### src/rtl/rc4_search_pkg.sv
// Shared types and constants for the RC4 key search datapath.
// Plaintext character bounds are shared by the key search and the ROM-compare stage.
package rc4_search_pkg;

   typedef logic [7:0] byte_t;

   localparam byte_t CHAR_LO    = 8'h61;
   localparam byte_t CHAR_HI    = 8'h7A;
   localparam byte_t CHAR_SPACE = 8'h20;

   typedef enum logic [2:0] {
      KS_IDLE,
      KS_ISSUE,
      KS_WAIT_CORE,
      KS_CHECK,
      KS_NEXT,
      KS_FOUND,
      KS_EXHAUSTED
   } ks_state_t;

endpackage

### src/rtl/plaintext_byte_check.sv
// Flags a decrypted byte as plausible plaintext: lowercase a-z or space.
module plaintext_byte_check
   import rc4_search_pkg::*;
(
   input  byte_t data_byte,
   output logic  valid
);

   always_comb begin
      valid = ((data_byte >= CHAR_LO) && (data_byte <= CHAR_HI)) || (data_byte == CHAR_SPACE);
   end

endmodule

### src/rtl/key_search_controller.sv
// RC4 key search controller: issues candidate keys to decryption_core and scans its plaintext.
// KEY_SEARCH_STRIDE_EN adds CORE_INDEX/NUM_CORES so several cores can partition the key space.
module key_search_controller
   import rc4_search_pkg::*;
#(
   parameter int unsigned          MSG_DEP   = 32,
   parameter int unsigned          KEY_WIDTH = 24,
   parameter logic [KEY_WIDTH-1:0] KEY_START = '0,
   parameter logic [KEY_WIDTH-1:0] KEY_END   = 24'h3FFFFF
`ifdef KEY_SEARCH_STRIDE_EN
   ,
   parameter int unsigned          CORE_INDEX = 0,
   parameter int unsigned          NUM_CORES  = 1
`endif
) (
   input  logic                 clk,
   input  logic                 reset,
   input  logic                 start,
   input  logic                 abort,
   input  logic                 core_done,
   input  logic [8*MSG_DEP-1:0] decrypted_data,
   output logic [KEY_WIDTH-1:0] secret_key,
   output logic                 new_key_available,
   output logic                 busy,
   output logic                 key_found,
   output logic                 search_exhausted,
   output logic [KEY_WIDTH:0]   keys_tried
);

   localparam int unsigned EXT_W = KEY_WIDTH + 1;
   localparam int unsigned IDX_W = (MSG_DEP > 1) ? $clog2(MSG_DEP) : 1;
   localparam logic [IDX_W-1:0] LAST_IDX = IDX_W'(MSG_DEP - 1);

`ifdef KEY_SEARCH_STRIDE_EN
   localparam logic [EXT_W-1:0] FIRST_KEY = {1'b0, KEY_START} + EXT_W'(CORE_INDEX);
   localparam logic [EXT_W-1:0] KEY_STEP  = EXT_W'(NUM_CORES);
`else
   localparam logic [EXT_W-1:0] FIRST_KEY = {1'b0, KEY_START};
   localparam logic [EXT_W-1:0] KEY_STEP  = EXT_W'(1);
`endif

   ks_state_t            state_q, state_d;
   logic [KEY_WIDTH-1:0] key_q, key_d;
   logic [EXT_W-1:0]     tried_q, tried_d;
   logic [IDX_W-1:0]     idx_q, idx_d;
   logic                 done_q;
   byte_t                data_q [MSG_DEP];
   byte_t                data_d [MSG_DEP];
   logic                 nka_q, nka_d;
   logic                 busy_q, busy_d;
   logic                 found_q, found_d;
   logic                 exh_q, exh_d;

   logic                 core_rise;
   logic [EXT_W-1:0]     next_key;
   byte_t                cur_byte;
   logic                 byte_valid;

   assign cur_byte = data_q[idx_q];

   plaintext_byte_check u_byte_check (
      .data_byte (cur_byte),
      .valid     (byte_valid)
   );

   always_comb begin
      state_d   = state_q;
      key_d     = key_q;
      tried_d   = tried_q;
      idx_d     = idx_q;
      data_d    = data_q;
      found_d   = found_q;
      exh_d     = exh_q;
      core_rise = core_done & ~done_q;
      // Extra bit keeps the step from wrapping past the top of the key space.
      next_key  = {1'b0, key_q} + KEY_STEP;

      if (abort) begin
         state_d = KS_IDLE;
         found_d = 1'b0;
         exh_d   = 1'b0;
      end else begin
         case (state_q)
            KS_IDLE, KS_FOUND, KS_EXHAUSTED: begin
               if (start) begin
                  key_d   = FIRST_KEY[KEY_WIDTH-1:0];
                  tried_d = '0;
                  found_d = 1'b0;
                  exh_d   = 1'b0;
                  state_d = KS_ISSUE;
               end
            end
            KS_ISSUE: begin
               state_d = KS_WAIT_CORE;
            end
            KS_WAIT_CORE: begin
               if (core_rise) begin
                  for (int unsigned i = 0; i < MSG_DEP; i++) begin
                     data_d[i] = decrypted_data[8*i +: 8];
                  end
                  idx_d   = '0;
                  state_d = KS_CHECK;
               end
            end
            KS_CHECK: begin
               if (!byte_valid) begin
                  state_d = KS_NEXT;
               end else if (idx_q == LAST_IDX) begin
                  tried_d = tried_q + EXT_W'(1);
                  found_d = 1'b1;
                  state_d = KS_FOUND;
               end else begin
                  idx_d = idx_q + IDX_W'(1);
               end
            end
            KS_NEXT: begin
               tried_d = tried_q + EXT_W'(1);
               if (next_key > {1'b0, KEY_END}) begin
                  exh_d   = 1'b1;
                  state_d = KS_EXHAUSTED;
               end else begin
                  key_d   = next_key[KEY_WIDTH-1:0];
                  state_d = KS_ISSUE;
               end
            end
            default: begin
               state_d = KS_IDLE;
            end
         endcase
      end

      // Pulse and busy are registered from the next state so they align with it.
      nka_d  = (state_d == KS_ISSUE);
      busy_d = (state_d == KS_ISSUE) || (state_d == KS_WAIT_CORE) ||
               (state_d == KS_CHECK) || (state_d == KS_NEXT);
   end

   always_ff @(posedge clk or negedge reset) begin
      if (!reset) begin
         state_q <= KS_IDLE;
         key_q   <= KEY_START;
         tried_q <= '0;
         idx_q   <= '0;
         done_q  <= 1'b0;
         data_q  <= '{default: '0};
         nka_q   <= 1'b0;
         busy_q  <= 1'b0;
         found_q <= 1'b0;
         exh_q   <= 1'b0;
      end else begin
         state_q <= state_d;
         key_q   <= key_d;
         tried_q <= tried_d;
         idx_q   <= idx_d;
         done_q  <= core_done;
         data_q  <= data_d;
         nka_q   <= nka_d;
         busy_q  <= busy_d;
         found_q <= found_d;
         exh_q   <= exh_d;
      end
   end

   assign secret_key        = key_q;
   assign new_key_available = nka_q;
   assign busy              = busy_q;
   assign key_found         = found_q;
   assign search_exhausted  = exh_q;
   assign keys_tried        = tried_q;

endmodule

### config.mk
export PLATFORM = sky130hd
export DESIGN_NAME = key_search_controller
export DESIGN_NICKNAME = d
export VERILOG_FILES = /design/src/rtl/rc4_search_pkg.sv /design/src/rtl/plaintext_byte_check.sv /design/src/rtl/key_search_controller.sv
export SDC_FILE = /design/constraint.sdc
export NUM_CORES = 1
export LEC_CHECK = 0
export BUFFER_PORTS_ARGS = -buffer_cell sky130_fd_sc_hd__buf_2
export CORE_MARGIN = 5
export CORE_UTILIZATION = 56
export DETAILED_ROUTE_END_ITERATION = 7
export PLACE_DENSITY = 0.85
export SYNTH_ARGS = -nofsm -noshare
export SYNTH_HDL_FRONTEND = slang
export SYNTH_SLANG_ARGS = --single-unit
### constraint.sdc
create_clock -name clk -period 4 [get_ports clk]
set_input_delay 1.2 -clock clk [delete_from_list [all_inputs] [get_ports clk]]
set_output_delay 1.2 -clock clk [all_outputs]
set_load 0.005 [all_outputs]
==> results.md, run 1 <==
- The leakage power of the design is 8.69 nW.
- In this run the power spent charging and discharging nets is 3.86 mW.
- The flip-flop cell with the highest count after synthesis is sky130_fd_sc_hd__dfrtp_1.
- Once placement completed, the tool counted placed cells totaling 1,868.
- The achievable frequency is 0.265 GHz.
- In this run the count of I/O pins placed on the die edge is 314.
- The detail route stage leaves a number of antenna-violating nets equal to 0.
- Synthesis produced a netlist with a net count of 1,505.
- The total met3 wirelength after detailed routing is 3.31 mm.
- The hold violation count in the final report is 0.
- The count of buffers added on input and output ports is 313.
- Entering global routing, the biggest net connects 115 pins.
- The number of buffers created by CTS is 35.
- Summing all placed instances gives a cell area of 17,400 um2.
- The later pin in the worst-skew pair is clocked with a latency of 0.52 ns.
- The final max-slew violation count came to 0.
- The proportion of layout cells with a drive suffix above 1 is 44.9%.
- The maximum level of the CTS H-tree is 2.
- The pin slew with the least headroom to its limit is 0.765 ns.
- The number of antenna violations at the first check in global routing is 7.
- The highest cell delay on the worst timing path is 0.49 ns.
- The average size of a mapped cell is 12.5 um2.
- Counting flops with an async set or reset pin after synthesis yields a share of 100%.
- The total detailed-routing wirelength is 41.4 mm.
- Measured on the finished design, the core utilization comes to 68.9%.
- The TritonCTS clock tree is done.
- The starting density of the core is 57.1%.
- In this run, flip-flops and latches consume 41.7% of the power.
- The sort of element at the end of the critical path is a flop.
- The startpoint class of the critical path is a flop.
- In this run the worst path has a maximum fanout of 17.
- The DRC marker count from the first detailed-route iteration is 1,250.
- The first global-routing pass estimated 65.0 mm of wire.
- The type of the tightest min-delay check is flop to flop.
- The share of the Yosys chip area taken by registers is 51.4%.
- The final sum of negative setup slack is 0 ns.
- For the worst setup path, the data arrival time is 4.15 ns.
- Global routing used 26.4% of the available tracks across all layers.
- The number of hold buffers added after CTS is 0.
- At the end of routability-driven placement, the weighted congestion stood at 0.903.
- Dividing the detail-routed via count by the number of cells gives 5.92.
- The die boundary height is 176 um.
- Clock tree synthesis found a total of 318 sinks.
- The number of failing setup endpoints in the final timing report is 0.
- After synthesis the netlist holds a flip-flop and latch count of 318.
- The power density over the cells is 658 nW/um2.
- The floorplan step defined a core boundary enclosing 27,100 um2.
- The worst path uses 94.2% of the clock period.
- The final setup skew is 0.0217 ns.
- The flow ran to the end, and the final reports show no timing, DRC or antenna violations.
- In the detailed route, the total length drawn on met2 is 20.8 mm.
- The highest metal layer carrying signal wires in the routed design is met5.
- The number of different library cells used by synthesis comes to 66.
- The total number of nets in the final design is 1,799.
- The highest-delay cell along the critical path is sky130_fd_sc_hd__dfrtp_2.
- The post-layout minimum cycle time is 3.77 ns.
- The detailed placement HPWL is 29.9 mm.
- The first-pass iteration count of the detailed router is 6.
- For this run, the number of Yosys warnings is 0.
- The layout overhead on the synthesized area is 20.7%.
- The cell row count is 60.
- Of the total power, combinational logic draws 31.2%.
- Measured against its own limit, the worst slew margin works out to 49.0%.
- Clock tree synthesis selected as its root buffer the cell sky130_fd_sc_hd__clkbuf_16.
- Final hold analysis gives a worst-case slack of 0.483 ns.
- The peak supply drop is 0.000415 V.
- The floorplan step set the die width to 176 um.
- The max-capacitance violation count is 0.
- The via count of the first global-routing pass is 12,100.
- For this run, design rule violations remaining after detail routing come to 0.
- For the worst setup path, the data required time is 4.38 ns.
- The net switching share of the total power is 31.4%.
- The number of buffers on the longest clock path is 3.
- Summed over all layers, the global routing overflow is 0.
- Synthesis produced a netlist whose cell count is 1,239.
- Buffers added to address setup during post-CTS repair amount to 0.
- The post-CTS clock slew at the launch and capture registers of the worst setup and hold paths is 0.06 ns.
- Setup repair after global routing left no endpoint under its margin.
- The post-synth design cell area is 15,500 um2.
- The clock network is responsible for 27.1% of the overall power.
- The internal power component is 8.44 mW.
- Summing all non-filler instances in the final layout gives an area of 18,700 um2.
- Counting flops with a built-in enable in the synthesized netlist gives 0.
- The number of vias after detailed routing is 11,400.
- In the final routing, the length of wire on met1 measures 16.0 mm.
- Post-CTS repair changed the size of 0 cells.
- The floorplan step defined a die boundary enclosing 31,100 um2.
- The average detailed-routed wire length per instance is 21.4 um.
- The critical path start-end classification is flop to flop.
- The number of cells in the finished layout apart from fillers is 1,932.
- The signal on the critical path passes through and2_1, buf_4, a22oi_1, nand2_1, o31ai_2, o22ai_1, a2111oi_1, a211oi_2, o21ai_1, o21a_1, nand2b_1, buf_4, o21ai_1.
[cell usage in the layout (no fill, tap or decap), types with 8 or more instances in the layout]
| cell type | netlist | layout |
|---|---|---|
| sky130_fd_sc_hd__and3_1 | 16 | 16 |
| sky130_fd_sc_hd__nand4_1 | 8 | 8 |
| sky130_fd_sc_hd__o21ai_1 | 11 | 11 |
| sky130_fd_sc_hd__buf_4 | 8 | 15 |
| sky130_fd_sc_hd__buf_2 | 20 | 312 |
| sky130_fd_sc_hd__a31oi_1 | 23 | 23 |
| sky130_fd_sc_hd__o31ai_1 | 12 | 12 |
| sky130_fd_sc_hd__nor2b_1 | 10 | 8 |
| sky130_fd_sc_hd__clkbuf_16 | 0 | 36 |
| sky130_fd_sc_hd__nand2_1 | 63 | 63 |
| sky130_fd_sc_hd__nand3_1 | 33 | 32 |
| sky130_fd_sc_hd__dfrtp_1 | 318 | 316 |
| sky130_fd_sc_hd__a22oi_1 | 41 | 41 |
| sky130_fd_sc_hd__mux2_2 | 256 | 256 |
| sky130_fd_sc_hd__o211ai_1 | 9 | 9 |
| sky130_fd_sc_hd__nor2_1 | 32 | 32 |
| sky130_fd_sc_hd__o21ai_0 | 45 | 45 |
| sky130_fd_sc_hd__mux2i_1 | 100 | 100 |
| sky130_fd_sc_hd__buf_12 | 0 | 11 |
| sky130_fd_sc_hd__mux4_2 | 20 | 20 |
| sky130_fd_sc_hd__a21oi_1 | 32 | 32 |
| sky130_fd_sc_hd__nand2b_1 | 18 | 18 |
| sky130_fd_sc_hd__inv_1 | 17 | 17 |
[area by class of cell]
type                            count  area [um2]
Fill cell                        1925        8430
Clock inverter                     12         180
Timing Repair Buffer              339        1910
Sequential cell                   318        7960
Antenna cell                        4        10.0
Multi-Input combinational cell    821        7060
Clock buffer                       48        1020
Tap cell                          372         465
Inverter                           18        67.6
[critical path: cells and delay by family, from the launching register on]
family	cells	cell delay, ns
AND/OR/NAND/NOR	3	0.80
flip-flops	1	0.49
AO/OA/AOI/OAI	8	1.82
buffers and inverters	2	0.51
[power groups by stage]
stage / Combinational, mW / Sequential, mW / Clock [mW]
finish: 3.83 / 5.13 / 3.33
global route: 4.12 / 5.26 / 3.53
CTS: 3.82 / 5.12 / 3.38
detailed placement: 3.78 / 5.15 / 0
global placement: 3.72 / 5.05 / 0
floorplan: 2.82 / 4.85 / 0
[stage by stage]
step	total power, mW	worst slack (ns)
floorplan	7.67	0.946
global placement	8.77	0.274
detailed placement	8.93	0.0719
CTS	12.3	0.0220
global route	12.9	0.0741
finish	12.3	0.233
[Yosys cell counts, types with 10 or more instances]
cell	instances	area share, %
sky130_fd_sc_hd__a21oi_1	32	1.0
sky130_fd_sc_hd__a22oi_1	41	2.0
sky130_fd_sc_hd__a31oi_1	23	0.93
sky130_fd_sc_hd__and3_1	16	0.65
sky130_fd_sc_hd__buf_2	20	0.65
sky130_fd_sc_hd__clkbuf_1	45	1.1
sky130_fd_sc_hd__dfrtp_1	318	51
sky130_fd_sc_hd__inv_1	17	0.41
sky130_fd_sc_hd__mux2_2	256	19
sky130_fd_sc_hd__mux2i_1	100	6.5
sky130_fd_sc_hd__mux4_2	20	2.9
sky130_fd_sc_hd__nand2_1	63	1.5
sky130_fd_sc_hd__nand2b_1	18	0.73
sky130_fd_sc_hd__nand3_1	33	1.1
sky130_fd_sc_hd__nor2_1	32	0.78
sky130_fd_sc_hd__nor2b_1	10	0.40
sky130_fd_sc_hd__o21ai_0	45	1.5
sky130_fd_sc_hd__o21ai_1	11	0.36
sky130_fd_sc_hd__o31ai_1	12	0.58
[metal layers]
| layer | global-route usage, % | up-vias |
|---|---|---|
| li1 | - | 5170 |
| met1 | 33.6 | 5680 |
| met2 | 45.0 | 494 |
| met3 | 5.97 | 95 |
| met4 | 9.03 | 6 |
| met5 | 0 | - |
[worst paths after layout]
| path | startpoint | to | slack, ns | cells past startpoint |
|---|---|---|---|---|
| max | idx_q[0]$_DFFE_PN0P_ | keys_tried[14]$_DFFE_PN0P_ | 0.23 | 13 |
| min | key_found$_DFFE_PN0P_ | key_found$_DFFE_PN0P_ | 0.48 | 1 |
| max reg2reg | idx_q[0]$_DFFE_PN0P_ | keys_tried[14]$_DFFE_PN0P_ | 0.23 | 13 |
| min reg2reg | key_found$_DFFE_PN0P_ | key_found$_DFFE_PN0P_ | 0.48 | 1 |
| max in group asynchronous | reset | data_q[54]$_DFFE_PN0P_ | 2.36 | 2 |
| min in group asynchronous | reset | secret_key[17]$_DFFE_PN0P_ | 0.74 | 1 |
[logic make-up after synthesis]
family          share of synthesized area (%)
fa+ha+maj                               0.404
flops                                    51.4
mux                                      28.1
buf+inv                                  3.19
simple gates                             7.17
compound gates                           9.43
xor+xnor                                0.283
[state kept, by name, indices dropped and copies added (netlist names)]
signal             cells
search_exhausted       1
busy                   1
key_found              1
keys_tried            25
state_q                3
secret_key            24
data_q               256
new_key_available      1
done_q                 1
idx_q                  5
Power figures use the tool's default switching activity.
==> inputs of run 2 (changes only) <==
--- a/config.mk
+++ b/config.mk
@@ -6,7 +6,7 @@
 export NUM_CORES = 1
 export LEC_CHECK = 0
 export BUFFER_PORTS_ARGS = -buffer_cell sky130_fd_sc_hd__buf_2
-export CORE_MARGIN = 5
+export CORE_MARGIN = 2
 export CORE_UTILIZATION = 56
 export DETAILED_ROUTE_END_ITERATION = 7
 export PLACE_DENSITY = 0.85
==> results.md, run 2 (synthesis gave the netlist of run 1 again) <==
- The run finished with clean final reports.
- STA classifies the critical path startpoint as a flop.
- Counting the buffers created by CTS gives 34.
- The area used by multi-input combinational logic is 7060 um2.
- In the final layout, the share of cells above drive strength 1 is 44.9%.
- Per report_power, the sequential group accounts for 42.2% of the total.
- Power comes to 12.2 mW.
- The number of hold buffers added after CTS is 0.
- Row generation in the floorplan step produced 60 rows.
- The combinational power share is 30.9%.
- IR analysis of the VDD net gives a maximum drop of 0.000474 V.
- The post-layout minimum cycle time is 3.80 ns.
- The starting density of the core is 57.2%.
- Setup repair after global routing left no endpoint under its margin.
- The internal reg-to-reg setup slack is 0.20 ns.
- The clock reaches the later pin of the worst-skew pair after 0.53 ns.
- The routed layout has 11,600 vias.
- The placeable core region is 27,000 um2.
- The maximum level of the CTS H-tree is 2.
- At the worst endpoint, the required time is 4.40 ns.
- The clock group share of total power is 26.9%.
- The hold violation count in the final report is 0.
- The internal power component is 8.38 mW.
- The setup fix buffers added after clock tree synthesis is 0.
- The number of flip-flops in the largest register is 256.
- The final-layout fill cell count is 1,927.
- The remaining global-route overflow is 0.
- The layout overhead on the synthesized area is 20.1%.
- No sink is reached through more buffers than the 3 on the longest clock path.
- The number of sinks on the clock net is 318.
- The first global-routing pass estimated 63.1 mm of wire.
- The number of failing setup endpoints in the final timing report is 0.
- The final max-slew violation count is 0.
- Clock-pin slew was measured on the worst setup and hold paths at 0.07 ns.
- The DRC violations left is 0.
- The total detailed-routing wirelength is 41.2 mm.
- The library cell used most frequently in the layout, excluding fill and tap cells, is sky130_fd_sc_hd__dfrtp_1.
- The worst register-to-register path ends at keys_tried[23]$_DFFE_PN0P_.
- The worst reg-to-reg path cell count is 13.
- The pin slew with the least headroom to its limit is 1.30 ns.
- The register with the most flip-flops in the final layout is data_q.
- The net switching share of the total power is 31.5%.
- The count of boundary I/O pins is 314.
- The global placement routability congestion is 0.919.
- For this design the ratio of total power to cell area is 658 nW/um2.
- The maximum number of pins on one net before global-route repair is 209.
- The full die area is 29,000 um2.
- Dividing the detail-routed wire length by the instance count gives 21.7 um.
- The TritonCTS clock tree is done.
- The worst setup path is captured at a flop.
- The relative slew slack is 13.2%.
- The final setup skew is 0.0291 ns.
- Along the worst path, the maximum fanout reaches 30.
- The data arrival time of the critical path is 4.20 ns.
- The combined global-route utilization of all metal layers is 28.3%.
- The worst setup path is of the flop to flop kind.
- Once layout is complete, the utilization of the core stands at 68.8%.
- Detailed placement ended at an HPWL of 29.4 mm.
- The final sum of negative setup slack is 0 ns.
- The number of antenna violations at the first check in global routing came to 5.
- The final critical path takes up 95.0% of the cycle.
- The leakage power of the design is 8.67 nW.
- The via count of the first global-routing pass is 11,600.
- The clock root buffer is sky130_fd_sc_hd__clkbuf_16.
- The launching instance or port of the critical path is idx_q[1]$_DFFE_PN0P_.
- Leaving out fill and tap cells, the most frequent cells in the layout are sky130_fd_sc_hd__dfrtp_1 (316), sky130_fd_sc_hd__buf_2 (312), sky130_fd_sc_hd__mux2_2 (256).
- The sequential cell area is 7960 um2.
- The reported net switching power is 3.85 mW.
- For this run, the post-layout net count is 1,798.
- The first-pass iteration count of the detailed router is 5.
- Following the worst setup path forward leads to its endpoint at keys_tried[23]$_DFFE_PN0P_.
- From bottom edge to top edge, the die measures 170 um.
- The reg-to-reg critical path startpoint is idx_q[1]$_DFFE_PN0P_.
- The first routing iteration left 1,051 violations.
- The die width is 170 um.
- For this run, the top clock speed supported by timing is 0.263 GHz.
- Input and output buffers added on the ports amount to 313.
- The max-capacitance violation count is 0.
- Once detail routing completed, the nets flagged for antenna violations numbered 0.
- The average via count per standard cell is 6.09.
- The type of the tightest min-delay check is flop to flop.
run 2: changes by cell type in the layout (fill, tap and decap cells not counted), moves of 2 or more:
cell,previous run,this run
sky130_fd_sc_hd__clkinv_2,4,7
sky130_fd_sc_hd__buf_12,11,9
sky130_fd_sc_hd__buf_4,15,17
sky130_fd_sc_hd__clkbuf_8,7,3
run 2: timing repair:
action,in CTS,in global routing
endpoints found under the hold margin,0,0
setup endpoints to repair,0,17
gates resized for setup,0,4
run 2: critical path, stage by stage (launching register included):
cell and delay, ns:
sky130_fd_sc_hd__dfrtp_4 0.64, sky130_fd_sc_hd__buf_12 0.28, sky130_fd_sc_hd__mux2i_1 0.41, sky130_fd_sc_hd__a22oi_1 0.16, sky130_fd_sc_hd__nand3_1 0.13, sky130_fd_sc_hd__o21ai_0 0.11, sky130_fd_sc_hd__o22ai_1 0.19, sky130_fd_sc_hd__a2111oi_0 0.12
sky130_fd_sc_hd__a211oi_1 0.41, sky130_fd_sc_hd__o21ai_1 0.18, sky130_fd_sc_hd__o21a_1 0.23, sky130_fd_sc_hd__buf_4 0.23, sky130_fd_sc_hd__nand3b_1 0.27, sky130_fd_sc_hd__o41ai_1 0.28
run 2: metal layers:
layer,track usage [%],vias to the layer above,share of wire [%]
met5,0,-,0.039
met4,10.9,4,3.4
met3,4.40,92,6.7
met2,48.2,516,50
met1,36.7,5766,40
li1,-,5188,-
run 2: worst min-delay path by stage:
stage | from | endpoint | slack [ns] | depth (start not counted)
after global routing | data_q[207]$_DFFE_PN0P_ | data_q[207]$_DFFE_PN0P_ | 0.52 | 1
after detailed placement | data_q[207]$_DFFE_PN0P_ | data_q[207]$_DFFE_PN0P_ | 0.49 | 1
after CTS | data_q[207]$_DFFE_PN0P_ | data_q[207]$_DFFE_PN0P_ | 0.50 | 1
after floorplan | keys_tried[24]$_DFFE_PN0P_ | keys_tried[24]$_DFFE_PN0P_ | 0.47 | 1
final | data_q[207]$_DFFE_PN0P_ | data_q[207]$_DFFE_PN0P_ | 0.50 | 1
after global placement | keys_tried[24]$_DFFE_PN0P_ | keys_tried[24]$_DFFE_PN0P_ | 0.48 | 1
run 2: through the flow:
stage / setup slack (ns) / instances / area, um2 / hold WS (ns)
CTS: 0.198 / 1897 / 18600 / 0.500
global placement: 0.284 / 1837 / 17400 / 0.478
detailed placement: 0.259 / 1837 / 17400 / 0.488
finish: 0.200 / 1900 / 18600 / 0.500
global route: 0.0306 / 1900 / 18600 / 0.516
floorplan: 0.946 / 1239 / 15500 / 0.471
run 2: power by group through the flow:
stage | clock network, mW | registers [mW] | logic (mW)
global placement | 0 | 5.09 | 3.66
finish | 3.29 | 5.16 | 3.78
CTS | 3.32 | 5.15 | 3.78
global route | 3.46 | 5.30 | 4.04
floorplan | 0 | 4.85 | 2.82
detailed placement | 0 | 5.18 | 3.74
run 2: area by class of cell:
cell class / instances / area share [%]
Sequential cell: 318 / 42.8
Multi-Input combinational cell: 821 / 38.0
Timing Repair Buffer: 339 / 10.1
Clock buffer: 44 / 5.06
Tap cell: 341 / 2.30
Clock inverter: 16 / 1.25
Inverter: 18 / 0.364
Antenna cell: 3 / 0.0404
